### src/rtl/hwpe_job_dispatcher.sv
// Shares one HWPE among N_CORES cores: round-robin job intake into an in-order FIFO,
// one job in flight at a time, completion event routed back to the submitting core.
module hwpe_job_dispatcher #(
    parameter int unsigned N_CORES        = 8,
    parameter int unsigned JOB_FIFO_DEPTH = 4,
    parameter int unsigned CORE_ID_W      = $clog2(N_CORES)
) (
    input  logic                                clk,
    input  logic                                rst,
    input  logic                                clear_i,
    input  logic [N_CORES-1:0]                  job_req_i,
    output logic [N_CORES-1:0]                  job_gnt_o,
    output logic                                hwpe_trigger_o,
    output logic [CORE_ID_W-1:0]                hwpe_job_id_o,
    input  logic                                hwpe_done_i,
    output logic [N_CORES-1:0]                  evt_o,
    output logic                                busy_o,
    output logic [$clog2(JOB_FIFO_DEPTH+1)-1:0] pending_cnt_o
);
    localparam int unsigned PTR_W = $clog2(JOB_FIFO_DEPTH);
    localparam int unsigned CNT_W = $clog2(JOB_FIFO_DEPTH + 1);

    typedef enum logic [1:0] {IDLE, TRIGGER, RUN, EVT} state_t;

    state_t               state;
    logic [CORE_ID_W-1:0] mem [JOB_FIFO_DEPTH];
    logic [PTR_W-1:0]     wr_ptr, rd_ptr;
    logic [CNT_W-1:0]     count;
    logic [CORE_ID_W-1:0] rr_ptr, winner, cand;
    logic                 found, full, push, pop;
    int unsigned          idx;

    // Full is registered occupancy only, so a same-cycle pop never admits a push.
    assign full = (count == CNT_W'(JOB_FIFO_DEPTH));
    assign push = found;
    assign pop  = (state == IDLE) && (count != '0) && !clear_i;

    assign pending_cnt_o = count;
    assign busy_o        = (state != IDLE) || (count != '0);

    always_comb begin
        job_gnt_o = '0;
        winner    = '0;
        cand      = '0;
        found     = 1'b0;
        idx       = 0;
        if (!full && !clear_i) begin
            for (int unsigned i = 0; i < N_CORES; i++) begin
                idx = 32'(rr_ptr) + i;
                if (idx >= N_CORES) idx = idx - N_CORES;
                cand = CORE_ID_W'(idx);
                if (!found && job_req_i[cand]) begin
                    found  = 1'b1;
                    winner = cand;
                end
            end
        end
        if (found) job_gnt_o[winner] = 1'b1;
    end

    always_ff @(posedge clk) begin
        if (push) mem[wr_ptr] <= winner;
    end

    always_ff @(posedge clk or posedge rst) begin
        if (rst) begin
            wr_ptr <= '0;
            rd_ptr <= '0;
            count  <= '0;
            rr_ptr <= '0;
        end else if (clear_i) begin
            wr_ptr <= '0;
            rd_ptr <= '0;
            count  <= '0;
        end else begin
            if (push) begin
                wr_ptr <= wr_ptr + PTR_W'(1);
                rr_ptr <= (winner == CORE_ID_W'(N_CORES - 1)) ? '0 : winner + CORE_ID_W'(1);
            end
            if (pop) rd_ptr <= rd_ptr + PTR_W'(1);
            if (push && !pop)      count <= count + CNT_W'(1);
            else if (!push && pop) count <= count - CNT_W'(1);
        end
    end

    always_ff @(posedge clk or posedge rst) begin
        if (rst) begin
            state          <= IDLE;
            hwpe_job_id_o  <= '0;
            hwpe_trigger_o <= 1'b0;
            evt_o          <= '0;
        end else begin
            hwpe_trigger_o <= 1'b0;
            evt_o          <= '0;
            case (state)
                IDLE: begin
                    if (pop) begin
                        hwpe_job_id_o  <= mem[rd_ptr];
                        hwpe_trigger_o <= 1'b1;
                        state          <= TRIGGER;
                    end
                end
                TRIGGER: state <= RUN;
                RUN: begin
                    if (hwpe_done_i) begin
                        evt_o <= N_CORES'(1) << hwpe_job_id_o;
                        state <= EVT;
                    end
                end
                EVT:     state <= IDLE;
                default: state <= IDLE;
            endcase
        end
    end
endmodule

### config.mk
export PLATFORM = sky130hd
export DESIGN_NAME = hwpe_job_dispatcher
export DESIGN_NICKNAME = d
export VERILOG_FILES = /design/src/rtl/hwpe_job_dispatcher.sv
export SDC_FILE = /design/constraint.sdc
export NUM_CORES = 1
export LEC_CHECK = 0
export CAP_MARGIN = 20
export CELL_PAD_IN_SITES_DETAIL_PLACEMENT = 0
export CELL_PAD_IN_SITES_GLOBAL_PLACEMENT = 1
export CORE_AREA = 10 10 88 90
export DETAILED_ROUTE_END_ITERATION = 10
export DIE_AREA = 0 0 98 100
export PLACE_DENSITY_LB_ADDON = 0.1
export SYNTH_ARGS = -nofsm -noshare
export SYNTH_HDL_FRONTEND = slang
export SYNTH_SLANG_ARGS = --single-unit
### constraint.sdc
create_clock -name clk -period 4.3 [get_ports clk]
set_input_delay 0.645 -clock clk [delete_from_list [all_inputs] [get_ports clk]]
set_output_delay 0.645 -clock clk [all_outputs]
set_load 0.1 [all_outputs]
==> results of run 1 <==
metrics by stage:
step	hold WS (ps)	std cells	area [µm²]
6_report	542	363	3370
2_1_floorplan	506	229	2620
4_1_cts	548	354	3290
3_3_place_gp	521	346	3200
3_5_place_dp	532	346	3200
5_1_grt	575	363	3370
worst max path at each step:
stage | cells after the start | startpoint | to
final | 10 | job_req_i[6] | job_gnt_o[5]
after global routing | 9 | job_req_i[6] | job_gnt_o[2]
after CTS | 9 | rr_ptr[1] | job_gnt_o[5]
after detailed placement | 9 | job_req_i[7] | job_gnt_o[2]
after global placement | 9 | job_req_i[7] | job_gnt_o[2]
after floorplan | 10 | rr_ptr[0] | job_gnt_o[5]
cells in the mapped netlist (2+ instances only):
cell type | instances | share of area (%)
ha_1 | 9 | 4.5
o211ai_1 | 4 | 1.2
edfxtp_1 | 12 | 14
clkbuf_1 | 4 | 0.60
nand2_1 | 15 | 2.2
nand2b_1 | 4 | 1.0
nor3_1 | 7 | 1.4
xor2_1 | 2 | 0.70
nor2_1 | 18 | 2.7
o31ai_1 | 4 | 1.2
nand3_1 | 4 | 0.80
mux2_2 | 12 | 5.4
a21oi_1 | 7 | 1.4
mux4_2 | 12 | 11
dfrtp_1 | 24 | 24
inv_1 | 15 | 2.2
o22ai_1 | 3 | 0.75
o21ai_0 | 6 | 1.2
mux2i_1 | 10 | 4.0
o32ai_1 | 2 | 0.70
buf_2 | 5 | 1.0
nor4_1 | 2 | 0.50
nor2b_1 | 2 | 0.50
and3_1 | 3 | 0.75
a21o_1 | 3 | 0.90
and2_1 | 5 | 1.2
xnor2_1 | 5 | 1.7
nand3b_1 | 2 | 0.60
metal layers:
| metal | track usage, % | share of wire [%] | vias to the layer above | wire [µm] |
|---|---|---|---|---|
| li1 | - | - | 959 | - |
| met1 | 13.7 | 41 | 939 | 2480 |
| met2 | 22.1 | 53 | 38 | 3180 |
| met3 | 2.88 | 4.0 | 9 | 240 |
| met4 | 3.47 | 1.4 | 0 | 81 |
| met5 | 0 | 0 | - | 0 |
cell type report:
cell class | instances | area (µm²)
Multi-Input combinational cell | 168 | 1560
Timing Repair Buffer | 59 | 608
Inverter | 15 | 58.8
Clock inverter | 2 | 10.0
Tap cell | 77 | 96.3
Clock buffer | 6 | 82.6
Sequential cell | 36 | 961
Fill cell | 536 | 2760
cell usage in the layout (no fill, tap or decap), types with 2 or more instances in the layout:
cell type	synthesis	routed
mux4_2	12	12
and3_2	0	3
o32ai_1	2	2
mux2_2	12	10
clkdlybuf4s50_1	0	27
buf_4	0	23
nor4_4	0	2
and2_1	5	5
o211ai_1	4	4
edfxtp_1	12	12
mux2_4	0	2
inv_1	15	13
a21oi_1	7	7
nand3_1	4	4
xor2_1	2	2
nor3b_4	0	2
clkinv_2	0	2
a21o_1	3	3
clkbuf_8	0	6
xnor2_1	5	5
ha_1	9	8
nor3_1	7	6
buf_12	0	8
nand2b_1	4	4
o21ai_0	6	6
nor2_1	18	17
nand2_1	15	15
o22ai_1	3	3
mux2i_1	10	10
dfrtp_1	24	24
nor2b_1	2	2
nand3b_1	2	2
o31ai_1	4	4
flip-flops by register name (all words and copies together) (netlist names):
| register | count |
|---|---|
| evt_o | 8 |
| hwpe_job_id_o | 3 |
| hwpe_trigger_o | 1 |
| mem | 12 |
| pending_cnt_o | 3 |
| rd_ptr | 2 |
| rr_ptr | 3 |
| state | 2 |
| wr_ptr | 2 |
what timing repair did:
item                       4_1_cts  5_1_grt
pin swaps                        0        2
setup endpoints to repair        1        8
setup buffers                    0        9
resized for setup                1        3
hold buffers                     0        0
cell families after synthesis:
kind of cell               count (synthesis)  share of synthesized area (%)
and+or+nand+nor                           72                           15.4
AOI/OAI and AO/OA                         44                           13.7
DFF                                       36                           38.3
muxes                                     35                           20.7
buffers and inverters                     25                           4.28
adders and majority gates                 10                           5.28
xor gates and xnor gates                   7                           2.44
==> impl_metrics.ini, run 1 <==
[worst_setup_path]
reg2reg_slack_ps = 780
critical_path_arrival_ps = 3540
cp_slowest_cell = mux4_2
reg2reg_from = rr_ptr[1]
required_ps = 3650
worst_path_largest_cell_delay_ps = 590
critPathKind = input port to output port
worst-path-buf-inv = 3
path_max_fanout = 8
cp_top_family = multiplexers
start_kind = input port
worstPathCellList = clkdlybuf4s50_1 > mux4_2 > mux2_4 > o32a_4 > or2_0 > o31a_1 > o21a_2 > buf_4 > nor3b_4 > buf_12
end_kind = output port
r2r-end = rr_ptr[2]
reg2regPathDepth = 11

[finish]
area_growth_pct = 34.3
antenna_cells = 0
fin_util_pct = 55.0
drive_gt1_share_pct = 30.4
nets = 307

[min_path]
whs_path_depth = 1
hold_path_class = flop to flop
min_to = state[1]
hold_start = state[1]

[synth]
syn_area_per_cell_um2 = 11.0
synth-seq-area-share_pct = 38.3
synth_cell_type_count = 56
synth_fp_nets = 251
ys.flop_type = dfrtp_1
synth_area_um2 = 2510
synthesis.instances = 229
ys_warn_count = 0
ys_seq_elements = 36
synth-edff-count = 12
async_reset_ff_share_pct = 66.7

[global_route]
grt.overflow.total = 0
antenna_found_initial = 0
grt_pass1_wl_um = 9970
grt_pass1_vias = 2003
grtUsageTotal_pct = 12.1
grt_max_degree = 25

[sta]
tns_ps = 0
finalCritPeriodShare_pct = 97.3
finalHoldViolCount = 0
finClkSkew_ps = 5.95
fmax_mhz = 239
timing.slew.headroom_pct = 34.9
tightest_slew_ps = 973
setup_violations = 0
fin_crit_ps = 4180
drv_slew = 0
worst_slack_ps = 118

[outcome]
status = completed

[detailed_routing]
via_per_inst = 5.36
drtPass1Iterations = 5
drt_iter0_markers = 77
drc_errors = 0
drtAntennaViolNets = 0
postRouteWirelength_um = 5980
vias = 1945
routedWlPerCell_um = 16.5

[floorplan]
initial_core_util_pct = 41.0
dieArea_um2 = 9800
die_y_um = 100
die_width_um = 98
ios = 36
rows = 29
core_area_um2 = 6130

[placed_design]
place_congestion = 0.872
port_buffers = 35
detailed_place_hpwl_um = 4690
pre_cts_slack_ps = 16.9

[clock_tree]
clock_latency_ps = 280
cts_tree = built
clk_pin_slew_ps = 70
max-clock-path-buffers = 2
cts_buffers = 5
clock-sinks = 36
root_buffer = clkbuf_8
h-tree-depth = 2

[run]
drv_cap = 0
Power of run 1 is left out: the tool's default activity adds up to more than one toggle a clock period on the data nets, which glitch-free logic cannot reach.
==> inputs of run 2 (changes only) <==
--- a/config.mk
+++ b/config.mk
@@ -5,13 +5,14 @@
 export SDC_FILE = /design/constraint.sdc
 export NUM_CORES = 1
 export LEC_CHECK = 0
-export CAP_MARGIN = 20
+export CAP_MARGIN = 40
 export CELL_PAD_IN_SITES_DETAIL_PLACEMENT = 0
 export CELL_PAD_IN_SITES_GLOBAL_PLACEMENT = 1
 export CORE_AREA = 10 10 88 90
 export DETAILED_ROUTE_END_ITERATION = 10
 export DIE_AREA = 0 0 98 100
 export PLACE_DENSITY_LB_ADDON = 0.1
+export RECOVER_POWER = 25
 export SYNTH_ARGS = -nofsm -noshare
 export SYNTH_HDL_FRONTEND = slang
 export SYNTH_SLANG_ARGS = --single-unit
==> run 2 against run 1 <==
- final area rose by 7.6%
- setup slack got worse by 14 ps
- utilization increased by 4.2 points
- critical path depth unchanged
- wire length increased by 4.1%
- clock skew up 2.8 ps
- register-to-register slack got worse by 40 ps
==> impl_metrics.ini, run 2 (same netlist as run 1, synthesis figures left out) <==
[outcome]
status = completed

[detailed_routing]
via_per_inst = 5.36
top_layer_used = met4
drc_errors = 0
vias = 2026
drtPass1Iterations = 4
routedWlPerCell_um = 16.5
wl_met3_um = 245
drt-met1-wl_um = 2460
postRouteWirelength_um = 6230
drtAntennaViolNets = 0
met2_length_um = 3440
drt_iter0_markers = 90

[clock_tree]
root_buffer = clkbuf_8
clk_pin_slew_ps = 70
cts_buffers = 5
clock_latency_ps = 290
clock-sinks = 36
h-tree-depth = 2
max-clock-path-buffers = 2
cts_tree = built

[floorplan]
initial_core_util_pct = 41.0
core_area_um2 = 6130
die_y_um = 100
rows = 29
die_width_um = 98
dieArea_um2 = 9800
ios = 36

[worst_setup_path]
worst_path_largest_cell_delay_ps = 600
critPathKind = input port to output port
r2r-end = rr_ptr[2]
cp_slowest_cell = mux4_2
worstPathCellList = clkdlybuf4s50_1 > mux4_2 > mux2_4 > o32a_4 > or2_0 > o31a_1 > o21a_2 > buf_4 > nor3b_4 > buf_12
reg2regPathDepth = 11
reg2reg_from = rr_ptr[1]
critical_path_arrival_ps = 3550
reg2reg_slack_ps = 740
start_kind = input port
path_max_fanout = 8
required_ps = 3650
end_kind = output port

[run]
drv_cap = 0

[sta]
tns_ps = 0
worst_slack_ps = 103
timing.slew.headroom_pct = 22.5
setup_violations = 0
finClkSkew_ps = 8.78
tightest_slew_ps = 1160
drv_slew = 0
fin_crit_ps = 4200
fmax_mhz = 238
finalHoldViolCount = 0
finalCritPeriodShare_pct = 97.6

[placed_design]
place_congestion = 0.872
pre_cts_slack_ps = 18.0
dp_cells = 363
post_dp_cell_area_um2 = 3460
port_buffers = 35
detailed_place_hpwl_um = 5050

[finish]
final_area_um2 = 3630
drive_gt1_share_pct = 33.9
regMostFlops = mem
reg_top3 = mem x12, evt_o x8
regArea_um2 = 961
stdcell_count = 378
area_growth_pct = 44.5
layout_common_cells = clkdlybuf4s50_1, dfrtp_1, buf_4, nor2_1, buf_8
largest_reg_flops = 12
final_common_cell = clkdlybuf4s50_1
multi_input_area_um2 = 1560
nets = 322
antenna_cells = 0
fill_cells = 529

[global_route]
grt_pass1_vias = 2087
grt.overflow.total = 0
antenna_found_initial = 0
grt_max_degree = 22
grtUsageTotal_pct = 12.7
grt_pass1_wl_um = 10400

[min_path]
whs_path_depth = 1
hold_start = pending_cnt_o[2]
hold_path_class = flop to flop
min_to = pending_cnt_o[2]
[run 2: area by class of cell]
cell class	instances	area share [%]
clock inverters	3	1.14
multi-input cells	168	43.1
clock buffers	5	1.90
flip-flops and latches	36	26.5
repair buffers	74	23.1
inverters	15	1.62
well taps	77	2.65
[run 2: how the worst max path moves through the flow]
stage,startpoint,to,depth (start not counted)
2_1_floorplan,rr_ptr[0],job_gnt_o[5],10
4_1_cts,rr_ptr[1],job_gnt_o[5],11
3_3_place_gp,job_req_i[7],job_gnt_o[2],9
3_5_place_dp,job_req_i[6],job_gnt_o[2],9
6_report,job_req_i[6],job_gnt_o[5],10
5_1_grt,rr_ptr[1],job_gnt_o[5],11
[run 2: stage by stage]
step / utilization (%) / hold WS (ps)
after floorplan: - / 506
after global placement: 52.1 / 521
after detailed placement: 56.5 / 547
after CTS: 58.3 / 558
after global routing: 59.2 / 582
final: 59.2 / 564
[run 2: routing by layer]
| layer | track usage [%] | vias to the layer above |
|---|---|---|
| met5 | 0 | - |
| met4 | 3.91 | 0 |
| met3 | 2.27 | 8 |
| met2 | 23.1 | 41 |
| met1 | 14.7 | 986 |
| li1 | - | 991 |
[run 2: repair_timing]
item / in CTS / in global routing
setup endpoints to repair: 0 / 8
hold buffers: 0 / 0
resized for setup: 0 / 5
setup buffers: 0 / 7
[run 2: critical path: cells and delay by family]
family | cells | cell delay (ps)
AND/OR/NAND/NOR | 2 | 430
buffers and inverters | 3 | 870
AO/OA/AOI/OAI | 3 | 700
multiplexers | 2 | 900
Power of run 2 is left out for the same reason.
==> inputs of run 3 (changes only) <==
--- a/config.mk
+++ b/config.mk
@@ -13,6 +13,7 @@
 export DIE_AREA = 0 0 98 100
 export PLACE_DENSITY_LB_ADDON = 0.1
 export RECOVER_POWER = 25
+export SETUP_SLACK_MARGIN = 0.05
 export SYNTH_ARGS = -nofsm -noshare
 export SYNTH_HDL_FRONTEND = slang
 export SYNTH_SLANG_ARGS = --single-unit
==> run 3 against run 2 <==
- setup slack improved by 62 ps
- flip-flop and latch count stayed put
- fmax up 1.5%
- utilization increased by 0.37 points
- largest cell class unchanged
- non-clock buffer count rose by 1
- sequential share of layout area fell by 0.16 points
- clock skew rose by 0.69 ps
- global-route usage is essentially flat
==> impl_metrics.ini, run 3 (same netlist as run 1, synthesis figures left out) <==
[outcome]
status = completed

[finish]
largest_reg_flops = 12
fin_util_pct = 59.6
reg_top3 = mem x12, evt_o x8
nets = 323
regMostFlops = mem
fill_cells = 535
final_common_cell = dfrtp_1
layout_common_cells = dfrtp_1, buf_4, clkdlybuf4s50_1, nor2_1, buf_8
antenna_cells = 0
drive_gt1_share_pct = 34.4
area_growth_pct = 45.4

[worst_setup_path]
reg2reg_slack_ps = 780
required_ps = 3650
worstPathCellList = clkdlybuf4s50_1 > mux4_2 > or2_1 > o32a_4 > or2_0 > o31a_1 > o21a_2 > buf_4 > nor3b_4 > buf_12
critical_path_arrival_ps = 3490
end_kind = output port
cp_slowest_cell = mux4_2
r2r-end = rr_ptr[2]
worst_path_largest_cell_delay_ps = 570
reg2reg_from = rr_ptr[1]
cp_top_family = buffers and inverters
start_kind = input port
path_max_fanout = 8
worst-path-buf-inv = 3
critPathKind = input port to output port
reg2regPathDepth = 11

[global_route]
grt_max_degree = 22
grt.overflow.total = 0
grt_pass1_vias = 2109
grtUsageTotal_pct = 12.7
antenna_found_initial = 0
grt_pass1_wl_um = 10400

[floorplan]
rows = 29
die_width_um = 98
die_y_um = 100
core_area_um2 = 6130
initial_core_util_pct = 41.0
dieArea_um2 = 9800
ios = 36

[sta]
tightest_slew_ps = 1160
setup_violations = 0
finalHoldViolCount = 0
rsz0062_at_grt = yes
drv_slew = 0
finalCritPeriodShare_pct = 96.1
fin_crit_ps = 4130
fmax_mhz = 242
holdWs_ps = 564
finClkSkew_ps = 9.47
timing.slew.headroom_pct = 22.7
tns_ps = 0

[clock_tree]
max-clock-path-buffers = 2
clock-sinks = 36
h-tree-depth = 2
cts_tree = built
cts_hold_buf = 0
root_buffer = clkbuf_8
cts_buffers = 5
clock_latency_ps = 290
clk_pin_slew_ps = 70

[placed_design]
port_buffers = 35
detailed_place_hpwl_um = 5050
place_congestion = 0.872

[min_path]
hold_path_class = flop to flop
whs_path_depth = 1
hold_start = pending_cnt_o[2]
min_to = pending_cnt_o[2]

[detailed_routing]
routedWlPerCell_um = 16.6
drc_errors = 0
via_per_inst = 5.36
drtPass1Iterations = 4
vias = 2031
drtAntennaViolNets = 0
drt_iter0_markers = 83
postRouteWirelength_um = 6310

[run]
drv_cap = 0
[run 3: cell types whose count changed in the layout (fill, tap and decap cells not counted)]
cell             change
o31ai_2              +1
buf_2                +1
dlymetal6s2s_1       +5
o31ai_1              -1
clkdlybuf4s50_1      -5
[run 3: how the worst max path moves through the flow]
| stage | from | end | depth (start not counted) |
|---|---|---|---|
| 2_1_floorplan | rr_ptr[0] | job_gnt_o[5] | 10 |
| 6_report | job_req_i[2] | job_gnt_o[5] | 10 |
| 4_1_cts | job_req_i[6] | job_gnt_o[5] | 10 |
| 3_5_place_dp | job_req_i[6] | job_gnt_o[2] | 9 |
| 5_1_grt | rr_ptr[1] | job_gnt_o[5] | 11 |
| 3_3_place_gp | job_req_i[7] | job_gnt_o[2] | 9 |
[run 3: area by class of cell]
class	count	area [µm²]	share of cell area [%]
clock buffers	5	68.8	1.88
clock inverters	3	41.3	1.13
inverters	15	58.8	1.61
multi-input cells	168	1570	43.0
flip-flops and latches	36	961	26.3
well taps	77	96.3	2.64
repair buffers	75	857	23.5
[run 3: routing by layer]
layer  GRT usage (%)  wire [µm]
met2            23.2       3470
met1            14.7       2520
met5               0          0
met3            2.27        229
met4            3.91         89
[run 3: metrics by stage]
stage,area [µm²],setup slack [ps],std cells
3_3_place_gp,3200,47.9,346
2_1_floorplan,2620,-287,229
6_report,3650,166,379
4_1_cts,3590,68.9,371
5_1_grt,3650,26.9,379
3_5_place_dp,3460,18.0,363
[run 3: timing repair]
action,4_1_cts,5_1_grt
pin swaps,0,3
buffers inserted,0,8
setup endpoints to repair,5,8
gates resized for setup,3,8
Power of run 3 is left out for the same reason.
